--- src/rtl/uart_receiver.sv ---
// 8N1 UART receive path: synchronises rx, hunts for a start bit, mid-bit samples data and stop,
// and presents each byte with a one-cycle strobe. Counting advances on sample_tick rising edges.
module uart_receiver #(
    parameter int unsigned DBITS   = 8,
    parameter int unsigned OVS     = 16,
    parameter int unsigned SB_TICK = 16
) (
    input  logic             clk_100MHz,
    input  logic             reset,
    input  logic             rx,
    input  logic             sample_tick,
    output logic [DBITS-1:0] data_out,
    output logic             data_ready,
    output logic             frame_error,
    output logic             busy
);

    localparam int unsigned SCntMax = (SB_TICK > OVS) ? SB_TICK : OVS;
    localparam int unsigned SW      = (SCntMax > 2) ? $clog2(SCntMax) : 1;
    localparam int unsigned NW      = (DBITS > 2) ? $clog2(DBITS) : 1;

    localparam logic [SW-1:0] SHalf = SW'(OVS / 2 - 1);
    localparam logic [SW-1:0] SBit  = SW'(OVS - 1);
    localparam logic [SW-1:0] SStop = SW'(SB_TICK - 1);
    localparam logic [NW-1:0] NLast = NW'(DBITS - 1);

    typedef enum logic [2:0] {
        StIdle,
        StStart,
        StData,
        StStop,
        StBreak
    } state_e;

    state_e           state_q, state_d;
    logic [SW-1:0]    s_cnt_q, s_cnt_d;
    logic [NW-1:0]    n_cnt_q, n_cnt_d;
    logic [DBITS-1:0] shreg_q, shreg_d;
    logic [DBITS-1:0] data_q, data_d;
    logic             ready_q, ready_d;
    logic             ferr_q, ferr_d;
    logic             busy_q, busy_d;
    logic             rx_meta_q, rx_s_q;
    logic             tick_d_q;
    logic             tick_en;

    // The generator's tick is a square wave; only its rising edge counts.
    assign tick_en = sample_tick & ~tick_d_q;

    always_comb begin
        state_d = state_q;
        s_cnt_d = s_cnt_q;
        n_cnt_d = n_cnt_q;
        shreg_d = shreg_q;
        data_d  = data_q;
        ready_d = 1'b0;
        ferr_d  = 1'b0;
        unique case (state_q)
            StIdle: begin
                if (!rx_s_q) begin
                    s_cnt_d = '0;
                    state_d = StStart;
                end
            end
            StStart: begin
                if (tick_en) begin
                    if (s_cnt_q == SHalf) begin
                        if (!rx_s_q) begin
                            s_cnt_d = '0;
                            n_cnt_d = '0;
                            state_d = StData;
                        end else begin
                            state_d = StIdle;
                        end
                    end else begin
                        s_cnt_d = s_cnt_q + 1'b1;
                    end
                end
            end
            StData: begin
                if (tick_en) begin
                    if (s_cnt_q == SBit) begin
                        s_cnt_d = '0;
                        shreg_d = {rx_s_q, shreg_q[DBITS-1:1]};
                        if (n_cnt_q == NLast) begin
                            state_d = StStop;
                        end else begin
                            n_cnt_d = n_cnt_q + 1'b1;
                        end
                    end else begin
                        s_cnt_d = s_cnt_q + 1'b1;
                    end
                end
            end
            StStop: begin
                if (tick_en) begin
                    if (s_cnt_q == SStop) begin
                        if (rx_s_q) begin
                            data_d  = shreg_q;
                            ready_d = 1'b1;
                            state_d = StIdle;
                        end else begin
                            ferr_d  = 1'b1;
                            state_d = StBreak;
                        end
                    end else begin
                        s_cnt_d = s_cnt_q + 1'b1;
                    end
                end
            end
            StBreak: begin
                // A line held low must return high before a new start is hunted.
                if (rx_s_q) begin
                    state_d = StIdle;
                end
            end
            default: state_d = StIdle;
        endcase
        busy_d = (state_d != StIdle);
    end

    always_ff @(posedge clk_100MHz or posedge reset) begin
        if (reset) begin
            state_q   <= StIdle;
            s_cnt_q   <= '0;
            n_cnt_q   <= '0;
            shreg_q   <= '0;
            data_q    <= '0;
            ready_q   <= 1'b0;
            ferr_q    <= 1'b0;
            busy_q    <= 1'b0;
            rx_meta_q <= 1'b1;
            rx_s_q    <= 1'b1;
            tick_d_q  <= 1'b0;
        end else begin
            state_q   <= state_d;
            s_cnt_q   <= s_cnt_d;
            n_cnt_q   <= n_cnt_d;
            shreg_q   <= shreg_d;
            data_q    <= data_d;
            ready_q   <= ready_d;
            ferr_q    <= ferr_d;
            busy_q    <= busy_d;
            rx_meta_q <= rx;
            rx_s_q    <= rx_meta_q;
            tick_d_q  <= sample_tick;
        end
    end

    assign data_out    = data_q;
    assign data_ready  = ready_q;
    assign frame_error = ferr_q;
    assign busy        = busy_q;

endmodule
--- config.mk ---
export PLATFORM = sky130hd
export DESIGN_NAME = uart_receiver
export DESIGN_NICKNAME = d
export VERILOG_FILES = /design/src/rtl/uart_receiver.sv
export SDC_FILE = /design/constraint.sdc
export NUM_CORES = 1
export LEC_CHECK = 0
export BUFFER_PORTS_ARGS = -buffer_cell sky130_fd_sc_hd__buf_2
export CORE_MARGIN = 1.5
export CORE_UTILIZATION = 35
export CTS_BUF_LIST = sky130_fd_sc_hd__clkbuf_4 sky130_fd_sc_hd__clkbuf_8 sky130_fd_sc_hd__clkbuf_16
export DETAILED_ROUTE_END_ITERATION = 7
export GPL_ROUTABILITY_DRIVEN = 0
export SETUP_SLACK_MARGIN = 0.15
export SYNTH_ARGS = -nofsm -noshare
export SYNTH_HDL_FRONTEND = slang
export SYNTH_SLANG_ARGS = --single-unit
--- constraint.sdc ---
create_clock -name clk_100MHz -period 4.2 [get_ports clk_100MHz]
set_clock_uncertainty 0.1 [all_clocks]
set_input_delay 0.63 -clock clk_100MHz [delete_from_list [all_inputs] [get_ports clk_100MHz]]
set_output_delay 0.63 -clock clk_100MHz [all_outputs]
set_load 0.01 [all_outputs]
== Yosys cells after proc, flatten, opt, wreduce, memory -nomap -nowiden ==
Index checks and enable logic that the tools add are counted.
W data, S select, Z words.
Cells by class
  add/sub/neg operators: 2
  eq/ne operators: 15
  mux-type cells: 35
  bitwise operators: 2
  reduce and logical (&&, ||, !) cells: 8
Operators by type and width (count)
  $mux W3: 16
  $mux W4: 7
  $ne A2 B2 Y1 const B: 8
  $pmux W4 S4: 1
  $pmux W3 S5: 1
  $mux W1: 8
  $reduce_and A7 Y1: 1
  $eq A3 B2 Y1 const B: 2
  $eq A3 B3 Y1 const B: 2
  $pmux W3 S2: 1
  $reduce_and A5 Y1: 1
  $add A4 B1 Y4 const B: 1
  $eq A4 B3 Y1 const B: 1
  $eq A4 B4 Y1 const B: 1
  $reduce_and A4 Y1: 1
  $reduce_bool A4 Y1: 1
  $add A3 B1 Y3 const B: 1
  $eq A3 B1 Y1 const B: 1
  $logic_not A3 Y1: 1
  $reduce_and A3 Y1: 1
  $reduce_bool A3 Y1: 1
  $mux W2: 1
  $reduce_bool A2 Y1: 1
  $and A1 B1 Y1: 1
  $not A1 Y1: 1
Storage, ports and cells
  register bits after elaboration: 32
  input bits: 4
  output and inout port bits: 11
  logic and storage cells: 73

== Depth between registers and ports, before layout ==
Gate-level depths: netlist of run 1.
  depth in word-level cells: 6
  mapped depth: 6
  mapped depth without buffers: 6

== Least setup slack after synthesis of run 1 ==
Ideal clock, no wire load.
  path type: input port to flip-flop
  start: in sample_tick
  end: reg data_q[0] (netlist: data_out[0])
  setup time: 0.125 ns
  arrival: 1.791 ns
  data required time: 3.975 ns
  path slack: 2.184 ns
  cell stages on the path: 5
  path buffers: 1
  path through: nand2b_1 or3_4 or2_1 buf_6 mux2_4
On the way
  cells in the longest elaborated chain, start to end: 2
RTL lines
  start: declaration: line 11  | input logic sample_tick,
  $and A1 B1 Y1: line 48  | assign tick_en = sample_tick & ~tick_d_q;
  $reduce_and A4 Y1 (no line)
  end signal: assignment: line 140  | data_q <= data_d;
  end: declaration: line 39  | logic [DBITS-1:0] data_q, data_d;
Every way passes these cells.
A chain may end at the register's enable or synchronous reset.

== Final worst setup path of run 1 ==
  start: reg s_cnt_q[0]
  end: reg data_q[7] (netlist: data_out[7])
On the way
  cells in the longest elaborated chain, start to end: 2
RTL lines
  start: declaration: line 36  | logic [SW-1:0] s_cnt_q, s_cnt_d;
  start signal: assignment: line 137  | s_cnt_q <= s_cnt_d;
  $eq A4 B4 Y1: line 97  | if (s_cnt_q == SStop) begin
  $reduce_and A4 Y1 (no line)
Every way passes these cells.

==> results of run 1 <==
==> registers in the layout, summed over array words and instances (netlist names) <==
signal / count
state_q: 3
s_cnt_q: 4
data_out: 8
tick_d_q: 1
frame_error: 1
rx_s_q: 1
data_ready: 1
busy: 1
shreg_q: 8
rx_meta_q: 1
n_cnt_q: 3
==> worst reg2reg max path: stages (launching register included) <==
cell,delay [ps]
dfrtp_1,380
ha_1,270
nand3_2,150
or3_4,400
or2_1,420
mux2_4,380
==> synth_stat cells, drive strengths merged (2+ instances only) <==
cell type  count
inv            5
dfrtp         30
nor2           5
nand2          4
nand2b         4
a21oi          3
ha             3
buf            4
mux2i          2
a31oi          2
nor4b          2
nand3          2
nor3           3
or2            3
dfstp          2
mux2          18
o21ai          2
==> power groups by stage <==
stage	logic (W)	clock network [W]	registers [W]
2_1_floorplan	0.000156	0	0.000374
3_3_place_gp	0.000164	0	0.000396
3_5_place_dp	0.000171	0	0.000398
4_1_cts	0.000171	0.000299	0.000392
5_1_grt	0.000191	0.000313	0.000400
6_report	0.000170	0.000293	0.000393
==> per-layer routing <==
layer / wire length, um / vias to the layer above
li1: - / 463
met1: 1180 / 458
met2: 1270 / 23
met3: 135 / 4
met4: 62 / 0
met5: 0 / -
==> worst paths after layout <==
kind | to | slack (ps) | depth (start not counted)
setup / recovery | data_out[7] | 1990 | 5
hold / removal | rx_s_q | 260 | 0
setup reg to reg | data_out[7] | 1990 | 5
hold reg to reg | rx_s_q | 260 | 0
max in group asynchronous | rx_meta_q | 3360 | 3
min in group asynchronous | data_ready | 320 | 3
==> final cells by class <==
cell class                 count  area, um2
inverter                       5       18.8
tap                           50       62.6
multi-input combinational     76        651
timing repair buffer          15       77.6
sequential                    32        803
clock buffer                   5       68.8
clock inverter                 3       42.5
fill                         373       2330
==> logic make-up (layout without fill, tap and decap cells) <==
logic type,after synthesis,in the layout
AND/OR/NAND/NOR,35,35
flip-flops,32,32
multiplexers,20,20
AO/OA/AOI/OAI,17,17
buffers and inverters,9,28
adder cells (fa/ha/maj),3,3
XOR/XNOR,1,1
==> stage by stage <==
stage | area (um2) | hold slack (ps) | setup WS, ps
2_1_floorplan | 1510 | 245 | 2180
3_3_place_gp | 1610 | 247 | 1900
3_5_place_dp | 1610 | 253 | 1870
4_1_cts | 1720 | 262 | 1980
5_1_grt | 1720 | 263 | 1850
6_report | 1720 | 260 | 1990
==> out/metrics.cfg, run 1 <==
[run_status]
status=finished clean

[floorplanning]
fp.dieH_um=68.6
initial_core_util_pct=37.2
pin_count=15
die_x_um=68.6
num_rows=23
die_area_um2=4710
fp.coreArea_um2=4060

[clock_network]
htreeDepth=2
cts-buffers-inserted=5
cts.sinks=32
ctsResizeCount=0
ctsHoldBuffers=0
clockBufferDepth=2
tritoncts=built
cts_setup_buffers=0
cts_root_buf=clkbuf_8
clock_latency_ps=290
path_clk_slew_ps=70

[hold_path]
hold_class=flop to flop
hold_path.startpoint=rx_meta_q

[setup_path]
crit_fanout=9
cpMaxStageDelayCell=or2_1
setup.worst_path.start=s_cnt_q[0]
criticalPathCategory=flop to flop
critPathTopFamily=simple AND/OR/NAND/NOR gates
r2r_start=s_cnt_q[0]
crit_path_cell_trace=ha_1, nand3_2, or3_4, or2_1, mux2_4
crit_path_end_kind=flop
cp_data_arrival_time_ps=2280
cp_data_required_time_ps=4270
slowest_delay_ps=420
start_kind=flop
crit_buf_inv=0

[synthesis]
synthAdderAreaFrac_pct=2.49
syn-num-nets=124
synth_compound_area_share_pct=8.22
ys_seq_area_share_pct=53.3
synthTopCellsByArea=dfrtp_1 (50%), mux2_4 (8.0%), mux2_2 (7.5%)
synth_xor_area_share_pct=0.581
synth.top_cell.area_share_pct=49.8
ys_async_sr_fraction_pct=100
synth_cells=117
synth_edf_count=0
ys.warnings.count=0
syn_area_per_cell_um2=12.9
synth-simple-area-share_pct=15.1
synth_cell_types=45
synth_mux_area_share_pct=16.8
yosys_register_bits=32
synth_top_family_by_area=multiplexers
synthFlopType=dfrtp_1
syn_area_um2=1510
synth.largest_area_cell=dfrtp_1

[power_and_ir_drop]
switchingPower_w=0.000253
clkPwrFrac_pct=34.2
vdd_drop_max_v=0.000182
leakagePower_nw=0.851
seqPwrFrac_pct=45.9
switching_share_pct=29.6
power.density_nw_per_um2=496
p_int_w=0.000602
pwr-share-comb_pct=19.9
finalPower_w=0.000855

[sta]
maxSlewViolCount=0
grt_setup_unrepaired=no
finalHoldViolations=0
fin_crit_ps=2210
fmax_ghz=0.453
setup_viol_count_final=0
setup-tns-final_ps=0
tightest_slew_ps=876
period_share_pct=52.6
relSlewSlack_pct=41.1

[drt]
drtIter0Drc=44
num_vias=948
drtAntennaViolNets=0
route.detailed.drc=0
wl_per_cell_um=14.2
viasPerCell=5.10
totalWireLength_mm=2.65
firstDrtPassIters=4

[global_route]
grt_overflow=0
gr-usage-met1_pct=16.2
top_usage_layer=met2
use_met2_pct=19.7
antenna_found_initial=0
grt_util_met3_pct=4.38
track_usage_pct=13.1
first_global_vias=923
grt_pass1_wl_mm=4.33
grt_max_degree=33

[layout]
nNetsFinal=142
drive_gt1_share_pct=37.5
instances_no_fill=186
utilization_pct=42.5
mostFrequentLayoutCells=dfrtp_1 (30), buf_2 (14), mux2_2 (10)
syn_to_final_growth_pct=14.4
n_antenna_cell=0
final_common_cell=dfrtp_1

[placement]
dpl.cell_count=178
io_buffers=14
dp_hpwl_mm=1.88

[run]
max-cap-violations=0

No activity file was read; power rests on OpenSTA's default activity.
==> inputs of run 2 (changes only) <==
==> constraint.sdc (replaced) <==
create_clock -name clk_100MHz -period 2 [get_ports clk_100MHz]
set_clock_uncertainty 0.1 [all_clocks]
set_input_delay 0.3 -clock clk_100MHz [delete_from_list [all_inputs] [get_ports clk_100MHz]]
set_output_delay 0.3 -clock clk_100MHz [all_outputs]
set_load 0.01 [all_outputs]
==> out/metrics.cfg, run 2 (synthesized netlist as in run 1, its figures left out) <==
[placement]
dpl_worst_slack_ps=-3.40
dp_hpwl_mm=2.05
io_buffers=14

[sta]
period_share_pct=98.1
fmax_ghz=0.509
setup_ws_ps=37.2
fin_crit_ps=1960
finalHoldViolations=0
relSlewSlack_pct=72.1
setup_viol_count_final=0
tightest_slew_ps=418
maxSlewViolCount=0
grt_setup_unrepaired=yes
setup-tns-final_ps=0

[clock_network]
tritoncts=built
cts_root_buf=clkbuf_8
htreeDepth=2
cts-buffers-inserted=5
clockBufferDepth=2
clock_latency_ps=290
cts.sinks=32
path_clk_slew_ps=60

[setup_path]
crit_path_end_kind=flop
cp_data_arrival_time_ps=2040
critPathTopFamily=simple AND/OR/NAND/NOR gates
crit_fanout=3
cp_data_required_time_ps=2080
start_kind=flop
crit_path_cell_trace=ha_4, and3b_2, or3b_1, a311o_1, mux2_4
crit_buf_inv=0
slowest_delay_ps=410
criticalPathCategory=flop to flop
cpMaxStageDelayCell=dfrtp_1

[power_and_ir_drop]
vdd_drop_max_v=0.000323
power.density_nw_per_um2=999
leakagePower_nw=0.964

[global_route]
track_usage_pct=15.0
antenna_found_initial=0
grt_pass1_wl_mm=4.97
grt_overflow=0
grt_max_degree=19
first_global_vias=1079

[layout]
syn_to_final_growth_pct=31.6
nNetsFinal=162
final_common_cell=dfrtp_1
mostFrequentLayoutCells=dfrtp_1 (30), buf_4 (17), buf_2 (14)
utilization_pct=48.9
drive_gt1_share_pct=53.2
n_antenna_cell=0
nFillCells=356

[floorplanning]
fp.coreArea_um2=4060
initial_core_util_pct=37.2
fp.dieH_um=68.6
pin_count=15
num_rows=23
die_area_um2=4710
die_x_um=68.6

[drt]
totalWireLength_mm=3.11
num_vias=1070
firstDrtPassIters=4
drtAntennaViolNets=0
wl_per_cell_um=15.1
route.detailed.drc=0
drtIter0Drc=43
viasPerCell=5.19

[run_status]
status=finished clean

[run]
max-cap-violations=0

[hold_path]
hold_class=primary input to flop

[run 2: metrics by stage]
| stage | power, W | instances | cell area (um2) | hold slack, ps |
|---|---|---|---|---|
| after floorplan | 0.00113 | 117 | 1530 | 204 |
| after global placement | 0.00124 | 189 | 1720 | 224 |
| after detailed placement | 0.00127 | 189 | 1720 | 229 |
| after CTS | 0.00194 | 204 | 1910 | 50.1 |
| after global routing | 0.00211 | 206 | 1980 | 43.4 |
| final | 0.00198 | 206 | 1980 | 50.6 |
[run 2: routing by layer]
metal	wire length (um)	vias up	part of all wire [%]	track usage, %
met4	84	0	2.7	9.00
met3	124	7	4.0	4.87
met5	0	-	0	0
met1	1350	538	43	18.4
met2	1560	22	50	23.0
li1	-	503	-	-
[run 2: layout make-up]
| class | count | area [um2] | share of cell area [%] |
|---|---|---|---|
| clock buffer | 6 | 76.3 | 3.85 |
| clock inverter | 2 | 35.0 | 1.77 |
| inverter | 5 | 18.8 | 0.946 |
| multi-input combinational | 77 | 759 | 38.3 |
| sequential | 32 | 803 | 40.5 |
| tap | 50 | 62.6 | 3.15 |
| timing repair buffer | 34 | 229 | 11.5 |
[run 2: repair_timing]
item | in CTS | in global routing
hold buffers | 2 | 0
gates resized for setup | 7 | 14
pin swaps | 3 | 6
setup endpoints to repair | 12 | 23
cloned | 0 | 1
endpoints found under the hold margin | 31 | 0
setup buffers | 5 | 1
[run 2: where the power goes]
group / total (W) / switching [W] / internal [W]
registers: 0.000790 / 0.0000684 / 0.000721
clock network: 0.000619 / 0.000236 / 0.000383
logic: 0.000573 / 0.000295 / 0.000278
total: 0.00198 / 0.000599 / 0.00138
[run 2: path summary, 6_finish.rpt]
path	from	to	slack, ps	cells past startpoint
setup / recovery	s_cnt_q[1]	s_cnt_q[0]	40	5
hold / removal	sample_tick	tick_d_q	50	1
setup reg to reg	s_cnt_q[1]	s_cnt_q[0]	40	5
hold reg to reg	rx_meta_q	rx_s_q	260	0
max in group asynchronous	reset	rx_meta_q	1040	4
min in group asynchronous	reset	data_ready	470	4
[run 2: worst reg2reg max path, cell delays in order (launching register included)]
cell	delay [ps]
dfrtp_1	410
ha_4	180
and3b_2	220
or3b_1	360
a311o_1	320
mux2_4	270
==> inputs of run 3 (changes only) <==
--- a/config.mk
+++ b/config.mk
@@ -6,11 +6,13 @@
 export NUM_CORES = 1
 export LEC_CHECK = 0
 export BUFFER_PORTS_ARGS = -buffer_cell sky130_fd_sc_hd__buf_2
-export CORE_MARGIN = 1.5
+export CORE_ASPECT_RATIO = 1.2
+export CORE_MARGIN = 5
 export CORE_UTILIZATION = 35
 export CTS_BUF_LIST = sky130_fd_sc_hd__clkbuf_4 sky130_fd_sc_hd__clkbuf_8 sky130_fd_sc_hd__clkbuf_16
 export DETAILED_ROUTE_END_ITERATION = 7
 export GPL_ROUTABILITY_DRIVEN = 0
+export GPL_TIMING_DRIVEN = 0
 export SETUP_SLACK_MARGIN = 0.15
 export SYNTH_ARGS = -nofsm -noshare
 export SYNTH_HDL_FRONTEND = slang
==> out/metrics.cfg, run 3 (synthesized netlist as in run 1, its figures left out) <==
[floorplanning]
die_area_um2=5730
die_x_um=69.9
fp.coreArea_um2=4230
initial_core_util_pct=35.7
pin_count=15
num_rows=26
fp.dieH_um=81.9

[setup_path]
slowest_delay_ps=410
critPathTopFamily=simple AND/OR/NAND/NOR gates
cp.depth=5
crit_path_cell_trace=ha_4, and3b_1, or3b_1, a311o_1, mux2_4
rr_worst_depth=5
cp_data_required_time_ps=2070
cp_data_arrival_time_ps=2030
crit_buf_inv=0
cpMaxStageDelayCell=dfrtp_1
criticalPathCategory=flop to flop
start_kind=flop
crit_fanout=4
crit_path_end_kind=flop

[sta]
finalHoldWorstSlack_ps=15.3
finalHoldViolations=0
fin_crit_ps=1970
period_share_pct=98.4
tightest_slew_ps=400
relSlewSlack_pct=73.3
grt_setup_unrepaired=yes
maxSlewViolCount=0
fmax_ghz=0.508
setup_ws_ps=32.2
setup_viol_count_final=0

[drt]
viasPerCell=4.98
drtIter0Drc=29
drtAntennaViolNets=0
totalWireLength_mm=2.99
route.detailed.drc=0
wl_per_cell_um=14.3
firstDrtPassIters=5
num_vias=1040

[layout]
n_antenna_cell=0
drive_gt1_share_pct=49.7
mostFrequentLayoutCells=dfrtp_1 (29), buf_2 (15), mux2_4 (10), buf_4 (10), mux2_2 (8)
final_common_cell=dfrtp_1
nNetsFinal=159
syn_to_final_growth_pct=31.0

[hold_path]
whs_path_depth=1
hold_class=primary input to flop

[power_and_ir_drop]
clkPwrFrac_pct=31.6
seqPwrFrac_pct=41.3
p_int_w=0.00136
leakagePower_nw=0.963
switchingPower_w=0.000578
switching_share_pct=29.7
power.density_nw_per_um2=984
vdd_drop_max_v=0.000504
pwr-share-comb_pct=27.1

[placement]
dp_hpwl_mm=1.96
io_buffers=14
dpl_worst_slack_ps=-84.0

[clock_network]
cts.sinks=32
clockBufferDepth=2
htreeDepth=2
tritoncts=built
cts-buffers-inserted=5
cts_root_buf=clkbuf_8
path_clk_slew_ps=60
clock_latency_ps=280

[global_route]
grt_max_degree=33
antenna_found_initial=0
grt_pass1_wl_mm=4.90
grt_overflow=0
track_usage_pct=11.2
first_global_vias=1092

[run_status]
status=finished clean

[run]
max-cap-violations=0

[run 3: repair_timing]
action                     CTS  global route
hold endpoints to repair     0             6
hold buffers                 0             1
setup endpoints to repair   20            23
cloned                       1             0
setup buffers               10             1
pin swaps                    4             6
resized for setup            7            10
[run 3: worst paths after layout]
kind / slack (ps) / start / endpoint
setup / recovery: 30 / s_cnt_q[0] / s_cnt_q[0]
hold / removal: 20 / rx / rx_meta_q
setup reg to reg: 30 / s_cnt_q[0] / s_cnt_q[0]
hold reg to reg: 260 / rx_meta_q / rx_s_q
max in group asynchronous: 930 / reset / rx_meta_q
min in group asynchronous: 380 / reset / shreg_q[1]
[run 3: stage by stage]
step           cell area, um2  util [%]  total power [W]  TNS, ps  cells
2_1_floorplan            1530         -          0.00113        0    117
3_3_place_gp             1670      39.6          0.00122     -667    187
3_5_place_dp             1670      39.6          0.00124     -602    187
4_1_cts                  1890      44.8          0.00191        0    206
5_1_grt                  1970      46.7          0.00206    -10.0    209
6_report                 1970      46.7          0.00194        0    209
[run 3: metal layers]
metal | global-route usage [%] | wire, um | vias to the layer above
met1 | 11.0 | 1190 | 519
met5 | 0 | 0 | -
met2 | 21.4 | 1600 | 21
li1 | - | - | 491
met3 | 2.82 | 129 | 9
met4 | 6.32 | 69 | 0
[run 3: worst reg2reg max path, cell delays in order, from the launching register on]
cell,delay [ps]
dfrtp_1,410
ha_4,190
and3b_1,190
or3b_1,370
a311o_1,320
mux2_4,270
[run 3: area by class of cell]
cell class | instances | area, um2
tap | 56 | 70.1
timing repair buffer | 28 | 205
clock inverter | 2 | 35.0
inverter | 5 | 18.8
clock buffer | 6 | 76.3
multi-input combinational | 76 | 726
buffer | 4 | 38.8
fill | 404 | 2250
sequential | 32 | 805
[run 3: power groups by stage]
stage               sequential [W]  combinational [W]  clock, W
floorplan                 0.000796           0.000338         0
global placement          0.000808           0.000408         0
detailed placement        0.000810           0.000427         0
CTS                       0.000793           0.000485  0.000635
global route              0.000812           0.000583  0.000667
finish                    0.000803           0.000527  0.000613
